## src/rtl/serial_add_ctrl.sv

```systemverilog
// Bit-serial add/subtract sequencer: feeds one external full-adder slice LSB first,
// collecting sum, carry, overflow, zero and all-propagate flags over WIDTH cycles.
module serial_add_ctrl #(
    parameter int WIDTH = 8
) (
    input  logic             clk,
    input  logic             rst_n,
    input  logic             start,
    input  logic             sub,
    input  logic [WIDTH-1:0] a,
    input  logic [WIDTH-1:0] b,
    output logic             busy,
    output logic             done,
    output logic [WIDTH-1:0] sum,
    output logic             c_out,
    output logic             ovf,
    output logic             zero,
    output logic             prop_all,
    output logic             fa_a,
    output logic             fa_b,
    output logic             fa_c_in,
    input  logic             fa_s,
    input  logic             fa_c_out,
    input  logic             fa_p,
    input  logic             fa_g
);

    localparam int CW = $clog2(WIDTH) + 1;
    localparam logic [CW-1:0] LAST = CW'(WIDTH - 1);

    typedef enum logic [1:0] {
        IDLE = 2'd0,
        RUN  = 2'd1,
        DONE = 2'd2
    } state_t;

    state_t           state_q, state_d;
    logic [WIDTH-1:0] a_sh_q, a_sh_d;
    logic [WIDTH-1:0] b_sh_q, b_sh_d;
    logic [WIDTH-1:0] sum_q, sum_d;
    logic [CW-1:0]    count_q, count_d;
    logic             carry_q, carry_d;
    logic             prop_q, prop_d;
    logic             c_out_q, c_out_d;
    logic             ovf_q, ovf_d;

    // The slice's generate output carries no information beyond fa_c_out.
    logic unused_fa_g;
    assign unused_fa_g = fa_g;

    always_comb begin
        state_d = state_q;
        a_sh_d  = a_sh_q;
        b_sh_d  = b_sh_q;
        sum_d   = sum_q;
        count_d = count_q;
        carry_d = carry_q;
        prop_d  = prop_q;
        c_out_d = c_out_q;
        ovf_d   = ovf_q;
        fa_a    = 1'b0;
        fa_b    = 1'b0;
        fa_c_in = 1'b0;

        unique case (state_q)
            IDLE: begin
                if (start) begin
                    // Subtraction is a + ~b + 1: invert B once here and seed carry-in.
                    a_sh_d  = a;
                    b_sh_d  = sub ? ~b : b;
                    carry_d = sub;
                    count_d = '0;
                    prop_d  = 1'b1;
                    state_d = RUN;
                end
            end
            RUN: begin
                fa_a    = a_sh_q[0];
                fa_b    = b_sh_q[0];
                fa_c_in = carry_q;
                sum_d   = {fa_s, sum_q[WIDTH-1:1]};
                a_sh_d  = a_sh_q >> 1;
                b_sh_d  = b_sh_q >> 1;
                carry_d = fa_c_out;
                prop_d  = prop_q & fa_p;
                count_d = count_q + CW'(1);
                if (count_q == LAST) begin
                    // Overflow: carry into the sign bit differs from carry out of it.
                    c_out_d = fa_c_out;
                    ovf_d   = carry_q ^ fa_c_out;
                    state_d = DONE;
                end
            end
            DONE: begin
                state_d = IDLE;
            end
            default: begin
                state_d = IDLE;
            end
        endcase
    end

    always_ff @(posedge clk) begin
        if (!rst_n) begin
            state_q <= IDLE;
            a_sh_q  <= '0;
            b_sh_q  <= '0;
            sum_q   <= '0;
            count_q <= '0;
            carry_q <= 1'b0;
            prop_q  <= 1'b0;
            c_out_q <= 1'b0;
            ovf_q   <= 1'b0;
        end else begin
            state_q <= state_d;
            a_sh_q  <= a_sh_d;
            b_sh_q  <= b_sh_d;
            sum_q   <= sum_d;
            count_q <= count_d;
            carry_q <= carry_d;
            prop_q  <= prop_d;
            c_out_q <= c_out_d;
            ovf_q   <= ovf_d;
        end
    end

    assign busy     = (state_q == RUN);
    assign done     = (state_q == DONE);
    assign sum      = sum_q;
    assign c_out    = c_out_q;
    assign ovf      = ovf_q;
    assign zero     = (sum_q == '0);
    assign prop_all = prop_q;

endmodule
```

## config.mk

```make
export PLATFORM = sky130hd
export DESIGN_NAME = serial_add_ctrl
export DESIGN_NICKNAME = d
export VERILOG_FILES = /design/src/rtl/serial_add_ctrl.sv
export SDC_FILE = /design/constraint.sdc
export NUM_CORES = 1
export LEC_CHECK = 0
export CAP_MARGIN = 20
export CELL_PAD_IN_SITES_DETAIL_PLACEMENT = 0
export CELL_PAD_IN_SITES_GLOBAL_PLACEMENT = 1
export CORE_AREA = 2 2 71 73
export DETAILED_ROUTE_END_ITERATION = 8
export DIE_AREA = 0 0 73 75
export PLACE_DENSITY_LB_ADDON = 0.05
export SLEW_MARGIN = 20
export SYNTH_ARGS = -nofsm -noshare
export SYNTH_HDL_FRONTEND = slang
export SYNTH_SLANG_ARGS = --single-unit
export TNS_END_PERCENT = 30
```

## constraint.sdc

```tcl
create_clock -name clk -period 1.4 [get_ports clk]
set_input_delay 0.28 -clock clk [delete_from_list [all_inputs] [get_ports clk]]
set_output_delay 0.28 -clock clk [all_outputs]
set_load 0.02 [all_outputs]
```

==> impl_metrics.tcl, run 1 <==
set metrics [dict create \
    clk_pin_slew_worst_paths_ns 0.07 \
    dieArea_um2 5480 \
    post-place-cells 284 \
    cts_tree "done" \
    track_usage 0.156 \
    status "finished with violations" \
    rows 25 \
    ioPinCount 41 \
    hold_class "reg2reg" \
    synth_cells 179 \
    start_util 0.342 \
    synth_warnings 0 \
    htree_levels 2 \
    min_path_cells 2 \
    grt_pass1_wl_um 6530 \
    async_reset_ff_frac 0 \
    dr.pass1.iters 4 \
    ys_ff_latch 34 \
    worstPathRequired_ns 1.12 \
    synth_cell_types 35 \
    finalCritPeriodShare 1.17 \
    synthToLayoutAreaGrowth_pct 49.8 \
    clockBufferDepth 2 \
    cts_setup_buffers 0 \
    final_cell_mix "32 x nand2_1, 32 x dfxtp_1, 22 x clkdlybuf4s50_1, 22 x buf_4" \
    cts.sinks 34 \
    coreArea_um2 4660 \
    ant_nets 0 \
    clock_skew_ns 0.00554 \
    hold_viol_final 0 \
    nets 263 \
    leakage_uw 0.00100 \
    drive_above_1_share 0.269 \
    fp.dieW_um 73 \
    r2r_slack_ns 0.06 \
    irDropWorstVdd_mv 0.567 \
    synthTopCellsByArea "dfxtp_1 43%, nand2_1 7.5%, o221a_2 5.7%" \
    num_antenna_cells 0 \
    io_buffer_count 39 \
    synth_top_area_cell "dfxtp_1" \
    overflow 0 \
    synthFlopType "dfxtp_1" \
    route.vias.total 1485 \
    syn_area_um2 1590 \
    avgRoutedWirePerCell_um 13.5 \
    synth.avg_cell_area_um2 8.91 \
    cts_buffers 5 \
    grt_setup_unrepaired "yes" \
    arrival_ns 1.36 \
    fmax_mhz 610 \
    setup_ws_ns -0.239 \
    drc 0 \
    grt_pass1_vias 1425 \
    maxSlewHeadroom 0.812 \
    vias_per_cell 5.09 \
    grt_max_degree 32 \
    synth_fp_nets 204 \
    path_max_fanout 2 \
    drv_cap 0 \
    reg2reg_depth 6 \
    crit-reg2reg-capture "a_sh_q[7]" \
    gp_congestion 0.784 \
    clk_latency_ns 0.28 \
    violations "negative setup slack" \
    antenna_found_initial 0 \
    place_hpwl_um 2820 \
    layout.cells.non_filler 292 \
    fp.dieH_um 75 \
    clockRootBuffer "clkbuf_8" \
    tightest_slew_ns 0.282 \
    regToRegStartpoint "state_q[0]" \
    hold_buffers 0 \
    drtIter0Drc 42 \
    finalSetupViolations 1 \
    endpoint_kind "output port" \
    synth_top_area_share 0.427 \
    placed_area_um2 2190 \
    yosysSeqAreaShare 0.427 \
    hold_path_end "ovf" \
    crit_type "reg2out" \
    cp-start-kind "flop" \
    period_needed_ns 1.64 \
    synth_edf_count 0 \
    slew_violations 0 \
    drt-total-wl_um 3930 \
    post-route-cell-area_um2 2390 \
    power.density_nw_per_um2 1010 \
    holdCritStartpoint "ovf" \
]
[what timing repair did]
| item | CTS | global route |
|---|---|---|
| pin swaps | 0 | 4 |
| gates resized for setup | 45 | 21 |
| cloned | 0 | 1 |
| setup endpoints to repair | 30 | 29 |
[synth_stat cells, types with 4 or more instances]
| cell type | instances |
|---|---|
| clkbuf_1 | 5 |
| nand2_1 | 32 |
| dfxtp_1 | 34 |
| a21boi_0 | 6 |
| o221ai_1 | 7 |
| buf_2 | 4 |
| nor2b_1 | 11 |
| nor2_1 | 8 |
| buf_4 | 4 |
| a21boi_1 | 5 |
| nand3_1 | 9 |
| a21oi_1 | 9 |
| xor2_1 | 7 |
| and2_1 | 4 |
| o221a_2 | 8 |
[layout make-up]
type                    count  area (um2)
clock buffers               6        82.6
multi-input cells         129         877
flip-flops and latches     34         686
clock inverters             1        30.0
repair buffers             66         632
well taps                  54        67.6
inverters                   2        12.5
fillers                   455        2270
[kinds of logic after synthesis]
kind of cell,share of synthesized area
simple gates,0.229
compound gates,0.211
flops,0.427
buf+inv,0.0565
xor+xnor,0.0495
mux,0.0188
fa+ha+maj,0.00785
[flip-flops by register name (all words and copies together) (netlist names)]
signal,cells
c_out,1
a_sh_q,8
carry_q,1
b_sh_q,8
prop_all,1
ovf,1
count_q,4
sum,8
state_q,2
[critical path, cell delays in order, from the launching register on]
cell and delay [ns]:
dfxtp_1 0.31, or4_4 0.54, nor2_4 0.12, buf_6 0.11
[layer usage]
metal  vias to the layer above  track usage  share of wire
li1                        743            -              -
met1                       700        0.194           0.46
met2                        38        0.262           0.49
met3                         4       0.0415          0.048
met4                         0       0.0535          0.010
met5                         -            0              0
[worst max path at each step]
| stage | from | end | slack, ns | cells after the start |
|---|---|---|---|---|
| 2_1_floorplan | sum[4] | zero | 0.007 | 2 |
| 3_3_place_gp | sum[4] | zero | -0.43 | 3 |
| 3_5_place_dp | sum[4] | zero | -0.44 | 3 |
| 4_1_cts | sum[0] | zero | -0.26 | 3 |
| 5_1_grt | sum[3] | zero | -0.29 | 3 |
| 6_report | sum[3] | zero | -0.24 | 3 |
[through the flow]
| step | hold WS, ns | worst slack, ns | utilization | setup TNS [ns] | power (uW) |
|---|---|---|---|---|---|
| 2_1_floorplan | 0.415 | 0.00737 | - | 0 | 1300 |
| 4_1_cts | 0.469 | -0.257 | 0.495 | -0.273 | 2410 |
| 3_5_place_dp | 0.458 | -0.437 | 0.470 | -4.38 | 1480 |
| 5_1_grt | 0.488 | -0.286 | 0.512 | -0.286 | 2520 |
| 6_report | 0.462 | -0.239 | 0.512 | -0.239 | 2410 |
| 3_3_place_gp | 0.445 | -0.428 | 0.470 | -3.93 | 1460 |
[report_power, final]
group | internal (uW) | switching, uW | leakage, uW
Sequential | 1020 | 26.3 | 0.000279
Clock | 569 | 349 | 0.0000573
Combinational | 246 | 200 | 0.000663
Power figures use the tool's default switching activity.
==> run 2: changes to the inputs <==
==> constraint.sdc (replaced) <==
create_clock -name clk -period 1.7 [get_ports clk]
set_input_delay 0.34 -clock clk [delete_from_list [all_inputs] [get_ports clk]]
set_output_delay 0.34 -clock clk [all_outputs]
set_load 0.02 [all_outputs]
==> impl_metrics.tcl, run 2 (synthesized netlist as in run 1, its figures left out) <==
set metrics [dict create \
    path_max_fanout 2 \
    leakage_uw 0.00100 \
    placed_area_um2 2140 \
    regToRegStartpoint "state_q[0]" \
    io_buffer_count 39 \
    cpPeakStageDelay_ns 0.54 \
    slowest_stage "or4_4" \
    dr.pass1.iters 4 \
    final_cell_mix "34 x dfxtp_1, 32 x nand2_1, 26 x clkdlybuf4s50_1" \
    dieArea_um2 5480 \
    holdCritStartpoint "ovf" \
    coreArea_um2 4660 \
    period_needed_ns 1.70 \
    ioPinCount 41 \
    track_usage 0.151 \
    start_util 0.342 \
    crit_type "reg2out" \
    p_sw_frac 0.257 \
    num_antenna_cells 0 \
    grt_setup_unrepaired "yes" \
    reg2reg_depth 5 \
    endpoint_kind "output port" \
    status "finished clean" \
    finalSetupViolations 0 \
    worstPathRequired_ns 1.36 \
    clockPowerShare 0.319 \
    cp-start-kind "flop" \
    finalCritPeriodShare 0.999 \
    nets 257 \
    hold_viol_final 0 \
    slew_violations 0 \
    nFillCells 424 \
    layout_commonest_cell "dfxtp_1" \
    crit-reg2reg-capture "count_q[0]" \
    grt_pass1_wl_um 6350 \
    vias_per_cell 5.04 \
    drt-total-wl_um 3800 \
    p_seq_frac 0.497 \
    avgRoutedWirePerCell_um 13.3 \
    irDropWorstVdd_mv 0.364 \
    setup-tns-final_ns 0 \
    hold_class "reg2reg" \
    path_cells "or4_4, nor2_4, buf_6" \
    hold_buffers 0 \
    cts.sinks 34 \
    p_int_uw 1290 \
    grt_pass1_vias 1388 \
    clk_pin_slew_worst_paths_ns 0.07 \
    rows 25 \
    gp_congestion 0.729 \
    drc 0 \
    hold_path_end "ovf" \
    clockBufferDepth 2 \
    route.vias.total 1441 \
    ant_nets 0 \
    fmax_mhz 589 \
    tightest_slew_ns 0.371 \
    cts_buffers 5 \
    clock_skew_ns 0.00538 \
    r2r_slack_ns 0.26 \
    synthToLayoutAreaGrowth_pct 40.0 \
    arrival_ns 1.36 \
    clk_latency_ns 0.28 \
    clockRootBuffer "clkbuf_8" \
    drive_above_1_share 0.198 \
    cts_tree "done" \
    power.density_nw_per_um2 779 \
    fp.dieW_um 73 \
    htree_levels 2 \
    overflow 0 \
    maxSlewHeadroom 0.753 \
    post-route-cell-area_um2 2230 \
    grt_max_degree 45 \
    antenna_found_initial 0 \
    place_hpwl_um 2600 \
    min_path_cells 2 \
    drtIter0Drc 80 \
    fp.dieH_um 75 \
    p_comb_frac 0.184 \
    drv_cap 0 \
    switchingPower_uw 447 \
]
run 2: changes by cell type in the layout (fill, tap and decap cells not counted), sizes merged:
| cell | change |
|---|---|
| bufinv | -1 |
| dlymetal6s2s | +7 |
| clkbuf | +4 |
| clkdlybuf4s15 | -1 |
| clkdlybuf4s50 | +4 |
| dlygate4sd2 | -9 |
| buf | -10 |
run 2: how the worst max path moves through the flow:
stage | startpoint | endpoint | cells past startpoint
global placement | sum[4] | zero | 3
finish | sum[0] | zero | 3
floorplan | sum[4] | zero | 2
global route | sum[0] | zero | 3
detailed placement | sum[4] | zero | 3
CTS | sum[4] | zero | 3
run 2: area by class of cell:
type | count | area (um2) | area share
clock buffers | 7 | 76.3 | 0.0342
inverters | 2 | 10.0 | 0.00449
multi-input cells | 129 | 838 | 0.376
flip-flops and latches | 34 | 681 | 0.305
well taps | 54 | 67.6 | 0.0303
repair buffers | 60 | 558 | 0.250
run 2: power groups by stage:
| stage | clock network (uW) | logic, uW | registers, uW |
|---|---|---|---|
| 2_1_floorplan | 0 | 185 | 884 |
| 3_3_place_gp | 0 | 315 | 879 |
| 3_5_place_dp | 0 | 323 | 882 |
| 4_1_cts | 580 | 320 | 864 |
| 5_1_grt | 623 | 350 | 868 |
| 6_report | 554 | 319 | 864 |
run 2: routing by layer:
metal / vias to the layer above / track usage / routed length [um]
met2: 31 / 0.248 / 1760
met4: 0 / 0.0597 / 42
met3: 5 / 0.0455 / 167
li1: 733 / - / -
met5: - / 0 / 0
met1: 672 / 0.186 / 1830
run 2: worst max-delay path: cells and delay by family, from the launching register on:
family,cells,cell delay (ns)
flops,1,0.31
buf+inv,1,0.11
simple gates,2,0.66
run 2: metrics by stage:
stage	hold slack [ns]	cells	worst slack, ns	power, uW	utilization
2_1_floorplan	0.445	179	0.152	1070	-
3_3_place_gp	0.447	279	-0.150	1190	0.460
3_5_place_dp	0.451	279	-0.154	1200	0.460
4_1_cts	0.465	286	-0.0178	1760	0.475
5_1_grt	0.491	286	-0.0609	1840	0.479
6_report	0.462	286	0.00212	1740	0.479
run 2: repair_timing:
| action | 4_1_cts | 5_1_grt |
|---|---|---|
| setup buffers | 0 | 0 |
| setup endpoints to repair | 6 | 11 |
| gates resized for setup | 12 | 18 |
| cloned | 0 | 0 |
| pin swaps | 0 | 1 |
